## src/rtl/reaction_stats_pkg.sv

```systemverilog
// ---------------------------------------------------------------------------
// reaction_stats_pkg
//
// Shared definitions for the reaction-game statistics block and the
// reaction_timer producer that feeds it: the result-kind encoding, the
// "no data yet" marker for best_ms, common widths and a saturating
// counter increment.
// ---------------------------------------------------------------------------
package reaction_stats_pkg;

    localparam int RES_MS_W = 16;
    localparam int CNT_W    = 8;

    // best_ms shows this value until the first OK result is published
    localparam logic [RES_MS_W-1:0] NO_DATA_MS = 16'd9999;

    typedef enum logic [1:0] {
        RES_OK      = 2'd0,
        RES_TIMEOUT = 2'd1,
        RES_FALSE   = 2'd2,
        RES_RSVD    = 2'd3
    } res_kind_t;

    // Counters stick at all-ones instead of wrapping back to zero
    function automatic logic [CNT_W-1:0] sat_inc(input logic [CNT_W-1:0] v);
        return (v == '1) ? v : v + CNT_W'(1);
    endfunction

endpackage

```

## src/rtl/stat_history.sv

```systemverilog
// ---------------------------------------------------------------------------
// stat_history
//
// Ring buffer of the most recent DEPTH OK samples together with their
// running sum. A write evicts the entry under the write pointer, so the sum
// always covers exactly the samples currently held in the buffer.
//
// Ports
//   clk      in   system clock, rising edge
//   rst_n    in   asynchronous active-low reset
//   clear    in   synchronous wipe of buffer, pointer, fill and sum
//   wr_en    in   store sample this cycle
//   sample   in   16-bit value to store (already clamped by the caller)
//   sum      out  running sum of the buffered samples
//   full     out  DEPTH samples have been written since the last wipe
// ---------------------------------------------------------------------------
module stat_history
    import reaction_stats_pkg::*;
#(
    parameter int DEPTH = 4,
    parameter int PTR_W = 2,
    parameter int SUM_W = RES_MS_W + PTR_W
) (
    input  logic                clk,
    input  logic                rst_n,
    input  logic                clear,
    input  logic                wr_en,
    input  logic [RES_MS_W-1:0] sample,
    output logic [SUM_W-1:0]    sum,
    output logic                full
);

    localparam logic [PTR_W-1:0] LAST_PTR = PTR_W'(DEPTH - 1);
    localparam logic [PTR_W:0]   FULL_CNT = (PTR_W + 1)'(DEPTH);

    logic [RES_MS_W-1:0] hist [DEPTH];
    logic [PTR_W-1:0]    wr_ptr;
    logic [PTR_W:0]      fill;

    // Each write replaces the oldest entry and adjusts the sum by the
    // difference, so no adder tree over the whole buffer is needed. The sum
    // can never underflow because the evicted entry is part of it.
    always_ff @(posedge clk or negedge rst_n) begin
        if (!rst_n) begin
            for (int i = 0; i < DEPTH; i++) begin
                hist[i] <= '0;
            end
            wr_ptr <= '0;
            fill   <= '0;
            sum    <= '0;
        end else if (clear) begin
            for (int i = 0; i < DEPTH; i++) begin
                hist[i] <= '0;
            end
            wr_ptr <= '0;
            fill   <= '0;
            sum    <= '0;
        end else if (wr_en) begin
            sum          <= sum - SUM_W'(hist[wr_ptr]) + SUM_W'(sample);
            hist[wr_ptr] <= sample;
            wr_ptr       <= (wr_ptr == LAST_PTR) ? '0 : wr_ptr + PTR_W'(1);
            if (fill != FULL_CNT) begin
                fill <= fill + (PTR_W + 1)'(1);
            end
        end
    end

    assign full = (fill == FULL_CNT);

endmodule

```

## src/rtl/reaction_stats.sv

```systemverilog
// ---------------------------------------------------------------------------
// reaction_stats
//
// Collects finished reaction-game attempts and keeps running statistics:
// last and best OK time, the mean of the last HIST_DEPTH OK times, and
// saturating counters for OK, timeout and false-start attempts. An OK
// result takes three cycles (accumulate, divide, publish) during which new
// results are refused and reported on 'dropped'.
//
// Ports
//   clk         in   system clock, rising edge
//   rst_n       in   asynchronous active-low reset
//   res_valid   in   one-cycle pulse, an attempt result is offered
//   res_kind    in   2-bit result kind (see res_kind_t)
//   res_ms      in   reaction time in ms, used for OK only
//   clear       in   synchronous wipe of all statistics
//   ready       out  a res_valid this cycle will be accepted
//   dropped     out  pulse, a result arrived while busy
//   last_ms     out  most recent OK time
//   best_ms     out  smallest OK time (NO_DATA_MS until one exists)
//   avg_ms      out  mean of the last HIST_DEPTH OK times
//   best_valid  out  best_ms holds a real time
//   avg_valid   out  avg_ms covers a full history window
//   n_ok        out  OK attempts, saturating
//   n_timeout   out  timed-out attempts, saturating
//   n_false     out  false starts, saturating
// ---------------------------------------------------------------------------
module reaction_stats
    import reaction_stats_pkg::*;
#(
    parameter int HIST_DEPTH = 4,
    parameter int MAX_MS     = 999
) (
    input  logic        clk,
    input  logic        rst_n,
    input  logic        res_valid,
    input  logic [1:0]  res_kind,
    input  logic [15:0] res_ms,
    input  logic        clear,
    output logic        ready,
    output logic        dropped,
    output logic [15:0] last_ms,
    output logic [15:0] best_ms,
    output logic [15:0] avg_ms,
    output logic        best_valid,
    output logic        avg_valid,
    output logic [7:0]  n_ok,
    output logic [7:0]  n_timeout,
    output logic [7:0]  n_false
);

    localparam int PTR_W = $clog2(HIST_DEPTH);
    localparam int SUM_W = RES_MS_W + PTR_W;

    localparam logic [RES_MS_W-1:0] MAX_CLAMP = RES_MS_W'(MAX_MS);

    localparam logic [1:0] S_IDLE    = 2'd0;
    localparam logic [1:0] S_ACCUM   = 2'd1;
    localparam logic [1:0] S_DIVIDE  = 2'd2;
    localparam logic [1:0] S_PUBLISH = 2'd3;

    logic [1:0]          state;
    logic [RES_MS_W-1:0] sample;
    logic [RES_MS_W-1:0] clamped_ms;
    logic [RES_MS_W-1:0] avg_next;
    logic [SUM_W-1:0]    sum;
    logic                hist_full;
    logic                accept;
    res_kind_t           kind;

    assign kind       = res_kind_t'(res_kind);
    assign ready      = (state == S_IDLE) && !clear;
    assign accept     = res_valid && ready;
    assign clamped_ms = (res_ms > MAX_CLAMP) ? MAX_CLAMP : res_ms;

    stat_history #(
        .DEPTH (HIST_DEPTH),
        .PTR_W (PTR_W),
        .SUM_W (SUM_W)
    ) u_history (
        .clk    (clk),
        .rst_n  (rst_n),
        .clear  (clear),
        .wr_en  (state == S_ACCUM),
        .sample (sample),
        .sum    (sum),
        .full   (hist_full)
    );

    // Sequencer for OK results. The sample is latched on acceptance, pushed
    // into the history, averaged, then handed to the publish stage. Clear
    // and reset both drop straight back to idle, so a sample in flight never
    // reaches the outputs.
    always_ff @(posedge clk or negedge rst_n) begin
        if (!rst_n) begin
            state    <= S_IDLE;
            sample   <= '0;
            avg_next <= '0;
        end else if (clear) begin
            state    <= S_IDLE;
            sample   <= '0;
            avg_next <= '0;
        end else begin
            case (state)
                S_IDLE: begin
                    if (accept && kind == RES_OK) begin
                        sample <= clamped_ms;
                        state  <= S_ACCUM;
                    end
                end
                S_ACCUM: begin
                    state <= S_DIVIDE;
                end
                S_DIVIDE: begin
                    avg_next <= sum[SUM_W-1:PTR_W];
                    state    <= S_PUBLISH;
                end
                S_PUBLISH: begin
                    state <= S_IDLE;
                end
            endcase
        end
    end

    // Visible statistics. Timeout and false-start counts move on the
    // accepting edge since they need no arithmetic; OK results only touch
    // the outputs in the publish cycle. A result offered while busy is
    // thrown away and flagged one cycle later, unless clear is also active.
    always_ff @(posedge clk or negedge rst_n) begin
        if (!rst_n) begin
            dropped    <= 1'b0;
            last_ms    <= '0;
            best_ms    <= NO_DATA_MS;
            avg_ms     <= '0;
            best_valid <= 1'b0;
            avg_valid  <= 1'b0;
            n_ok       <= '0;
            n_timeout  <= '0;
            n_false    <= '0;
        end else if (clear) begin
            dropped    <= 1'b0;
            last_ms    <= '0;
            best_ms    <= NO_DATA_MS;
            avg_ms     <= '0;
            best_valid <= 1'b0;
            avg_valid  <= 1'b0;
            n_ok       <= '0;
            n_timeout  <= '0;
            n_false    <= '0;
        end else begin
            dropped <= res_valid && (state != S_IDLE);

            if (accept && kind == RES_TIMEOUT) begin
                n_timeout <= sat_inc(n_timeout);
            end
            if (accept && kind == RES_FALSE) begin
                n_false <= sat_inc(n_false);
            end

            if (state == S_PUBLISH) begin
                last_ms    <= sample;
                best_valid <= 1'b1;
                n_ok       <= sat_inc(n_ok);
                if (!best_valid || sample < best_ms) begin
                    best_ms <= sample;
                end
                if (hist_full) begin
                    avg_ms    <= avg_next;
                    avg_valid <= 1'b1;
                end
            end
        end
    end

endmodule
```

## config.mk

```make
export PLATFORM = sky130hd
export DESIGN_NAME = reaction_stats
export DESIGN_NICKNAME = d
export VERILOG_FILES = /design/src/rtl/reaction_stats_pkg.sv /design/src/rtl/stat_history.sv /design/src/rtl/reaction_stats.sv
export SDC_FILE = /design/constraint.sdc
export NUM_CORES = 1
export LEC_CHECK = 0
export ABC_AREA = 1
export BUFFER_PORTS_ARGS = -buffer_cell sky130_fd_sc_hd__buf_2
export CAP_MARGIN = 20
export CORE_ASPECT_RATIO = 0.75
export CORE_MARGIN = 2
export CORE_UTILIZATION = 54
export DETAILED_ROUTE_END_ITERATION = 10
export PLACE_DENSITY = 0.73
export RECOVER_POWER = 50
export SLEW_MARGIN = 20
export SYNTH_ARGS = -nofsm -noshare
export SYNTH_HDL_FRONTEND = slang
export SYNTH_SLANG_ARGS = --single-unit
```

## constraint.sdc

```tcl
create_clock -name clk -period 2.6 [get_ports clk]
set_input_delay 0.13 -clock clk [delete_from_list [all_inputs] [get_ports clk]]
set_output_delay 0.13 -clock clk [all_outputs]
set_load 0.1 [all_outputs]
```

Word-level counts from Yosys, hierarchy flattened
Cells that the tools add are included.
Storage, ports and cells
  input bits: 22
  register bits: 196
Operators by class
  $add $sub $neg: 7
  muxes and demuxes: 48
  order comparisons: 4
  bitwise logic cells: 1
  eq/ne operators: 15
  reductions and logical operators: 30
Operator list (count)
  $mux W16: 17
  $mux W64: 2
  $mux W8: 9
  $bwmux W64: 1
  $mux W18: 2
  $bmux W16 S2: 1
  $demux W16 S2: 1
  $add A8 B1 Y8 const B: 3
  $eq A8 B8 Y1 const B: 3
  $reduce_bool A2 Y1: 11
  $add A18 B16 Y18: 1
  $sub A18 B16 Y18: 1
  $gt A16 B10 Y1 const B: 1
  $lt A16 B16 Y1: 1
  $reduce_and A2 Y1: 7
  $mux W2: 5
  $mux W3: 3
  $eq A2 B2 Y1 const B: 4
  $pmux W2 S4: 1
  $logic_and A1 B1 Y1: 7
  $mux W1: 6
  $ne A2 B2 Y1 const B: 3
  $eq A2 B1 Y1 const B: 2
  $logic_not A2 Y1: 2
  10 further kinds: 11

Logic depth before layout (Yosys ltp)
Gate-level depths: netlist of run 1.
  depth in word-level cells: 8
  depth in mapped cells: 19

Cells and area by module
From an unflattened synthesis of run 1, not the netlist that was laid out.
Unflattened totals
  cells, all modules: 1266
  area total of the unflattened synthesis: 10436.3 um^2
Modules (own cells, without submodules)
  stat_history: seq. area each 2177.1 um^2, area each 5385.2 um^2, cells an instance 687, instances 1
  reaction_stats: seq. area each 2737.6 um^2, area each 5051.1 um^2, cells an instance 579, instances 1

Worst setup path after synthesis of run 1
OpenSTA, ideal clock, no wires.
  kind: register to register
  from: register u_history.wr_ptr[0]
  to: register u_history.sum[10]
  clock period less this slack: 2.775 ns
  data arrival time: 2.653 ns
  library setup time: 0.122 ns
  stages on the path, launching flop included: 15
  setup slack: -0.175 ns
  cell sequence: dfrtp_1 -> inv_1 -> buf_1 -> nor2_1 -> o22ai_1 -> fa_1 -> inv_1 -> ha_1 -> nand2_1 -> nand2_1 -> a31oi_1 -> nand3_1 -> or2_2 -> nand3_1 -> o21ai_1
Between the ends
  word-level cells in the longest chain between the ends: 8
RTL lines
  start, declared: RTL line stat_history.sv:37  | logic [PTR_W-1:0] wr_ptr;
  start signal, assigned: RTL line stat_history.sv:61  | wr_ptr <= (wr_ptr == LAST_PTR) ? '0 : wr_ptr + PTR_W'(1);
  $not A2 Y3 (implied by the code): RTL line stat_history.sv:59  | sum <= sum - SUM_W'(hist[wr_ptr]) + SUM_W'(sample);
  $bmux W16 S2: RTL line stat_history.sv:59
  $mux W16 (implied by the code) (2 in series): RTL line stat_history.sv:59
  $sub A18 B16 Y18: RTL line stat_history.sv:59
  $add A18 B16 Y18: RTL line stat_history.sv:59
  $mux W18: RTL line stat_history.sv:58  | end else if (wr_en) begin
  $mux W18: RTL line stat_history.sv:51  | end else if (clear) begin
  end signal, assigned: RTL line stat_history.sv:59
  end, declared: RTL line stat_history.sv:29  | output logic [SUM_W-1:0] sum,
No other way between the ends. The select of a mux whose other input is x is not followed.
A chain may end at the register's enable or synchronous reset.

Final worst setup path of run 1
  from: register u_history.wr_ptr[0]
  to: register u_history.sum[8]
Same word-level chain as after synthesis.

==> flow_metrics.env, run 1 <==
export IMPL_wirelength_mm=29.5
export IMPL_synth_xor_area_frac=0.00772
export IMPL_yosys_top_cells_area="dfrtp_1, o21ai_0, nand2_1"
export IMPL_route_detailed_drc=0
export IMPL_clkLatencyLatePin_ns=0.45
export IMPL_violations="capacitance limit, slew limit, setup timing"
export IMPL_synth_top_family_by_area="simple AND/OR/NAND/NOR gates"
export IMPL_io_pins=98
export IMPL_drive_above_1_share=0.242
export IMPL_vias_per_cell=5.62
export IMPL_synthSimpleGateAreaFrac=0.191
export IMPL_cts_buffers=17
export IMPL_worst_ep_required_time_ns=2.90
export IMPL_hold_path_class="primary input to flop"
export IMPL_grt_ovfl_total=0
export IMPL_startpoint_type="flop"
export IMPL_die_y_microns=123
export IMPL_tns_ns=-1.90
export IMPL_maxCapViolCount=1
export IMPL_io_buffers=97
export IMPL_p_leak_nw=6.23
export IMPL_drt_pass1_iterations=5
export IMPL_start_util=0.552
export IMPL_min_period_ns=2.81
export IMPL_clock_path_buffers=2
export IMPL_dp_hpwl_mm=19.6
export IMPL_grt_pass1_vias=8840
export IMPL_fin_skew_ns=0.0250
export IMPL_synthFlopType="dfrtp_1"
export IMPL_path_clk_slew_ns=0.07
export IMPL_rsz0062_at_grt="true"
export IMPL_hold_viol_final=0
export IMPL_grt_max_degree=93
export IMPL_rows=43
export IMPL_nNetsFinal=1466
export IMPL_fin_area_sq_um=12800
export IMPL_grt_total_usage=0.304
export IMPL_synth_top_cell_area_share=0.461
export IMPL_drv_slew=78
export IMPL_antennaDiodeCount=0
export IMPL_ant_nets=0
export IMPL_synth_edf_count=0
export IMPL_run_status="complete, but fails checks"
export IMPL_wl_per_cell_microns=18.0
export IMPL_antenna_found_initial=1
export IMPL_cts_sinks=196
export IMPL_synth_distinct_cells=41
export IMPL_synth_compound_area_frac=0.141
export IMPL_grt_pass1_wl_mm=46.5
export IMPL_final_cells=1641
export IMPL_fmax_mhz=356
export IMPL_ys_ff_latch=196
export IMPL_tritoncts="yes"
export IMPL_cp_max_fo=18
export IMPL_first_iter_violations=993
export IMPL_core_sq_um=18500
export IMPL_relSlewSlack=-0.311
export IMPL_synth_area_per_cell_sq_um=8.36
export IMPL_tightest_slew_ns=1.97
export IMPL_synthAdderAreaFrac=0.0877
export IMPL_hold_slack_ns=0.0480
export IMPL_htree_levels=4
export IMPL_fp_dieW_microns=163
export IMPL_syn_area_sq_um=10200
export IMPL_setup_viol=13
export IMPL_timing_final_crit_share=1.08
export IMPL_yosys_mux_area_fraction=0
export IMPL_vdd_drop_max_v=0.000753
export IMPL_cp_arrival_ns=3.11
export IMPL_place_gp_congestion=0.940
export IMPL_area_growth_pct=25.8
export IMPL_placed_cell_area_sq_um=11400
export IMPL_yosysWarnings=0
export IMPL_root_buffer="clkbuf_16"
export IMPL_yosys_area_top_type="dfrtp_1"
export IMPL_power_density_nw_per_um2=1160
export IMPL_num_vias=9224
export IMPL_synth_net_count=1305
export IMPL_yosysSeqAreaShare=0.481
export IMPL_path_class="flop to flop"
export IMPL_end_kind="flop"
export IMPL_setup_ws_ns=-0.209
export IMPL_syn_inst=1221
export IMPL_post_place_cells=1588
export IMPL_async_flop_share=1.00
export IMPL_dieArea_sq_um=20000
## layout make-up
class	count	area (sq um)
clock buffers	18	439
clock inverters	13	149
fillers	1433	5660
inverters	190	718
multi-input cells	787	5020
flip-flops and latches	196	4910
well taps	247	309
repair buffers	190	1300
## final timing paths
path | startpoint | end | slack (ns) | depth (start not counted)
min in group asynchronous | rst_n | n_ok[5] | 0.76 | 2
hold / removal | res_ms[15] | sample[3] | 0.05 | 4
setup / recovery | u_history.wr_ptr[0] | u_history.sum[8] | -0.21 | 16
hold reg to reg | best_ms[1] | best_ms[1] | 0.47 | 2
setup reg to reg | u_history.wr_ptr[0] | u_history.sum[8] | -0.21 | 16
max in group asynchronous | rst_n | u_history.hist[58] | 0.36 | 3
## placed cells by master, fill, tap and decap left out, drive strengths merged, types with 16 or more instances in the layout
master  netlist  layout
a21oi        41      41
dfrtp       188     188
nand3       116     116
buf          21     148
ha           46      46
o21ai       181     181
fa           16      16
clkbuf       27      48
nor2        105     105
inv         189     195
o22ai        38      38
nand2       202     202
## state kept, by name, summed over array words and instances (netlist names), 2 cells and up
register          count
u_history.sum        18
last_ms              16
u_history.fill        3
n_timeout             8
avg_next             16
sample               16
n_false               8
avg_ms               16
u_history.wr_ptr      2
state                 2
u_history.hist       64
n_ok                  8
best_ms              16
## worst max-delay path, stage by stage, from the launching register on
cell and delay, ns:
dfrtp_1 0.42, buf_4 0.15, buf_8 0.15, o21ai_2 0.16, o22ai_2 0.12, fa_1 0.50
inv_1 0.07, ha_4 0.30, nand2_1 0.12, inv_1 0.08, nand2_1 0.06, nand2_2 0.10
nand2_2 0.08, nand2_4 0.10, a21oi_1 0.07, o21ai_1 0.09, o21ai_0 0.10
## stage by stage
step | util | power, mW | setup WS, ns
after floorplan | - | 7.41 | -0.0113
after global placement | 0.617 | 9.55 | -0.270
after detailed placement | 0.617 | 9.66 | -0.318
after CTS | 0.684 | 13.7 | -0.161
after global routing | 0.694 | 15.7 | -0.326
final | 0.694 | 14.9 | -0.209
## power breakdown
part / leakage (nW) / internal, mW / switching, mW / total, mW
clock: 0.285 / 1.46 / 1.24 / 2.70
combinational: 3.25 / 3.67 / 5.08 / 8.74
sequential: 2.69 / 3.28 / 0.140 / 3.42
## cells in the mapped netlist, drive strengths merged (3+ instances only)
cell,count
nand2,202
inv,189
dfrtp,188
o21ai,181
nand3,116
nor2,105
ha,46
a21oi,41
o22ai,38
clkbuf,27
buf,21
fa,16
nor3,12
dfstp,8
xnor2,6
a211oi,4
nand4,4
xor2,3
## what timing repair did
| item | 4_1_cts | 5_1_grt |
|---|---|---|
| hold endpoints to repair | 81 | 0 |
| gates resized for setup | 114 | 72 |
| hold buffers | 12 | 0 |
| setup endpoints to repair | 15 | 16 |
| pin swaps | 31 | 34 |
| buffers inserted | 8 | 3 |
| gates cloned | 2 | 0 |
## logic make-up after synthesis
group / Yosys count
flops: 196
xor+xnor: 9
buf+inv: 238
compound gates: 272
fa+ha+maj: 62
simple gates: 444
## metal layers
| layer | global-route usage | up-vias | part of all wire |
|---|---|---|---|
| met5 | 0 | - | 0.00044 |
| met4 | 0.0979 | 2 | 0.028 |
| met3 | 0.0882 | 69 | 0.093 |
| met2 | 0.448 | 414 | 0.44 |
| met1 | 0.436 | 4439 | 0.44 |
| li1 | - | 4300 | - |
Note: power is estimated with default switching activity, not from simulation.
==> inputs of run 2 (changes only) <==
--- a/config.mk
+++ b/config.mk
@@ -10,9 +10,9 @@
 export CAP_MARGIN = 20
 export CORE_ASPECT_RATIO = 0.75
 export CORE_MARGIN = 2
-export CORE_UTILIZATION = 54
+export CORE_UTILIZATION = 55
 export DETAILED_ROUTE_END_ITERATION = 10
-export PLACE_DENSITY = 0.73
+export PLACE_DENSITY = 0.71
 export RECOVER_POWER = 50
 export SLEW_MARGIN = 20
 export SYNTH_ARGS = -nofsm -noshare
==> constraint.sdc (replaced) <==
create_clock -name clk -period 2.8 [get_ports clk]
set_input_delay 0.14 -clock clk [delete_from_list [all_inputs] [get_ports clk]]
set_output_delay 0.14 -clock clk [all_outputs]
set_load 0.1 [all_outputs]
==> flow_metrics.env, run 2 (same netlist as run 1, synthesis figures left out) <==
export IMPL_io_pins=98
export IMPL_final_cell_mix="nand2_1, dfrtp_1, inv_1"
export IMPL_first_iter_violations=960
export IMPL_nNetsFinal=1450
export IMPL_vdd_drop_max_v=0.000611
export IMPL_dp_hpwl_mm=18.9
export IMPL_crit_buf_inv=2
export IMPL_r2r_slack_ns=-0.03
export IMPL_startpoint_type="flop"
export IMPL_core_sq_um=18300
export IMPL_clkLatencyLatePin_ns=0.45
export IMPL_maxCapViolCount=1
export IMPL_fp_dieW_microns=161
export IMPL_die_y_microns=122
export IMPL_rsz0062_at_grt="true"
export IMPL_fmax_mhz=354
export IMPL_drt_pass1_iterations=6
export IMPL_clock_path_buffers=2
export IMPL_antenna_found_initial=0
export IMPL_setup_viol=2
export IMPL_grt_ovfl_total=0
export IMPL_tritoncts="yes"
export IMPL_hold_viol_final=0
export IMPL_path_class="flop to flop"
export IMPL_dieArea_sq_um=19700
export IMPL_hold_path_class="primary input to flop"
export IMPL_setup_ws_ns=-0.0280
export IMPL_path_clk_slew_ns=0.08
export IMPL_post_place_cells=1580
export IMPL_rows=43
export IMPL_crit_slowest_cell="fa_1"
export IMPL_placed_cell_area_sq_um=11300
export IMPL_io_buffers=97
export IMPL_root_buffer="clkbuf_16"
export IMPL_p_leak_nw=6.07
export IMPL_regMostFlops="u_history.hist"
export IMPL_violations="capacitance limit, slew limit, setup timing"
export IMPL_vias_per_cell=5.47
export IMPL_final_common_cell="nand2_1"
export IMPL_reg_largest_list="u_history.hist (64), u_history.sum (18)"
export IMPL_area_growth_pct=22.7
export IMPL_wirelength_mm=27.6
export IMPL_grt_pass1_wl_mm=43.1
export IMPL_final_cells=1626
export IMPL_ant_nets=0
export IMPL_fin_area_sq_um=12500
export IMPL_htree_levels=4
export IMPL_power_mw=12.8
export IMPL_cp_max_fo=11
export IMPL_hold_slack_ns=0.0307
export IMPL_cpPeakStageDelay_ns=0.48
export IMPL_grt_total_usage=0.283
export IMPL_worst_ep_required_time_ns=3.14
export IMPL_wl_per_cell_microns=17.0
export IMPL_grt_max_degree=94
export IMPL_run_status="complete, but fails checks"
export IMPL_drive_above_1_share=0.213
export IMPL_drv_slew=76
export IMPL_cts_sinks=196
export IMPL_timing_final_crit_share=1.01
export IMPL_largest_register_ffs=64
export IMPL_tightest_slew_ns=2.00
export IMPL_route_detailed_drc=0
export IMPL_cp_top_family="simple AND/OR/NAND/NOR gates"
export IMPL_num_vias=8888
export IMPL_start_util=0.557
export IMPL_power_density_nw_per_um2=1020
export IMPL_relSlewSlack=-0.336
export IMPL_place_gp_congestion=0.854
export IMPL_end_kind="flop"
export IMPL_cts_buffers=17
export IMPL_fin_skew_ns=0.0160
export IMPL_antennaDiodeCount=0
export IMPL_crit_top_cell="nand2_1"
export IMPL_path_cells="buf_4, o21ai_2, o22ai_2, fa_1, inv_1, fa_2, nand3_1, nand2_1, nand2_1, nand2_2, nand2_1, nand2_2, nand2_2, nand3_1, nand3_1, nand2_1"
export IMPL_min_period_ns=2.83
export IMPL_cp_arrival_ns=3.17
export IMPL_grt_pass1_vias=8075
run 2: routing by layer:
metal	global-route usage	wire length, microns
met1	0.428	12900
met2	0.409	11900
met4	0.0642	437
met5	0	0
met3	0.0756	2320
run 2: worst paths after layout:
path / cells after the start / endpoint / startpoint
min in group asynchronous: 2 / n_ok[5] / rst_n
min: 4 / sample[4] / res_ms[15]
max: 16 / u_history.sum[12] / u_history.wr_ptr[0]
max in group asynchronous: 3 / u_history.wr_ptr[0] / rst_n
max reg2reg: 16 / u_history.sum[12] / u_history.wr_ptr[0]
min reg2reg: 2 / u_history.sum[12] / u_history.sum[12]
run 2: area by class of cell:
| cell class | count | area [sq um] |
|---|---|---|
| clock inverter | 15 | 170 |
| multi-input combinational | 787 | 4860 |
| fill | 1447 | 5810 |
| sequential | 196 | 4920 |
| timing repair buffer | 174 | 1130 |
| tap | 247 | 309 |
| clock buffer | 17 | 425 |
| inverter | 190 | 721 |
run 2: power by group:
| group | total, mW | internal, mW | switching, mW | leakage [nW] |
|---|---|---|---|---|
| clock network | 2.48 | 1.27 | 1.22 | 0.278 |
| registers | 3.18 | 3.04 | 0.140 | 2.69 |
| logic | 7.08 | 2.92 | 4.17 | 3.10 |
run 2: through the flow:
step | TNS, ns | util | worst slack (ns)
floorplan | 0 | - | 0.0250
global placement | -0.253 | 0.616 | -0.160
detailed placement | -0.831 | 0.616 | -0.275
CTS | -0.0217 | 0.659 | -0.0217
global route | -0.838 | 0.683 | -0.169
finish | -0.0541 | 0.683 | -0.0280
run 2: timing repair:
item / in CTS / in global routing
pin swaps: 2 / 17
cloned: 0 / 1
hold buffers: 11 / 0
setup buffers: 0 / 2
resized for setup: 25 / 126
endpoints found under the setup margin: 10 / 13
hold endpoints to repair: 80 / 0
run 2: tightest hold or removal path, stage by stage:
cell and delay, ns:
buf_2 0.07, nor3_1 0.05, nand3_1 0.10, o22ai_1 0.07
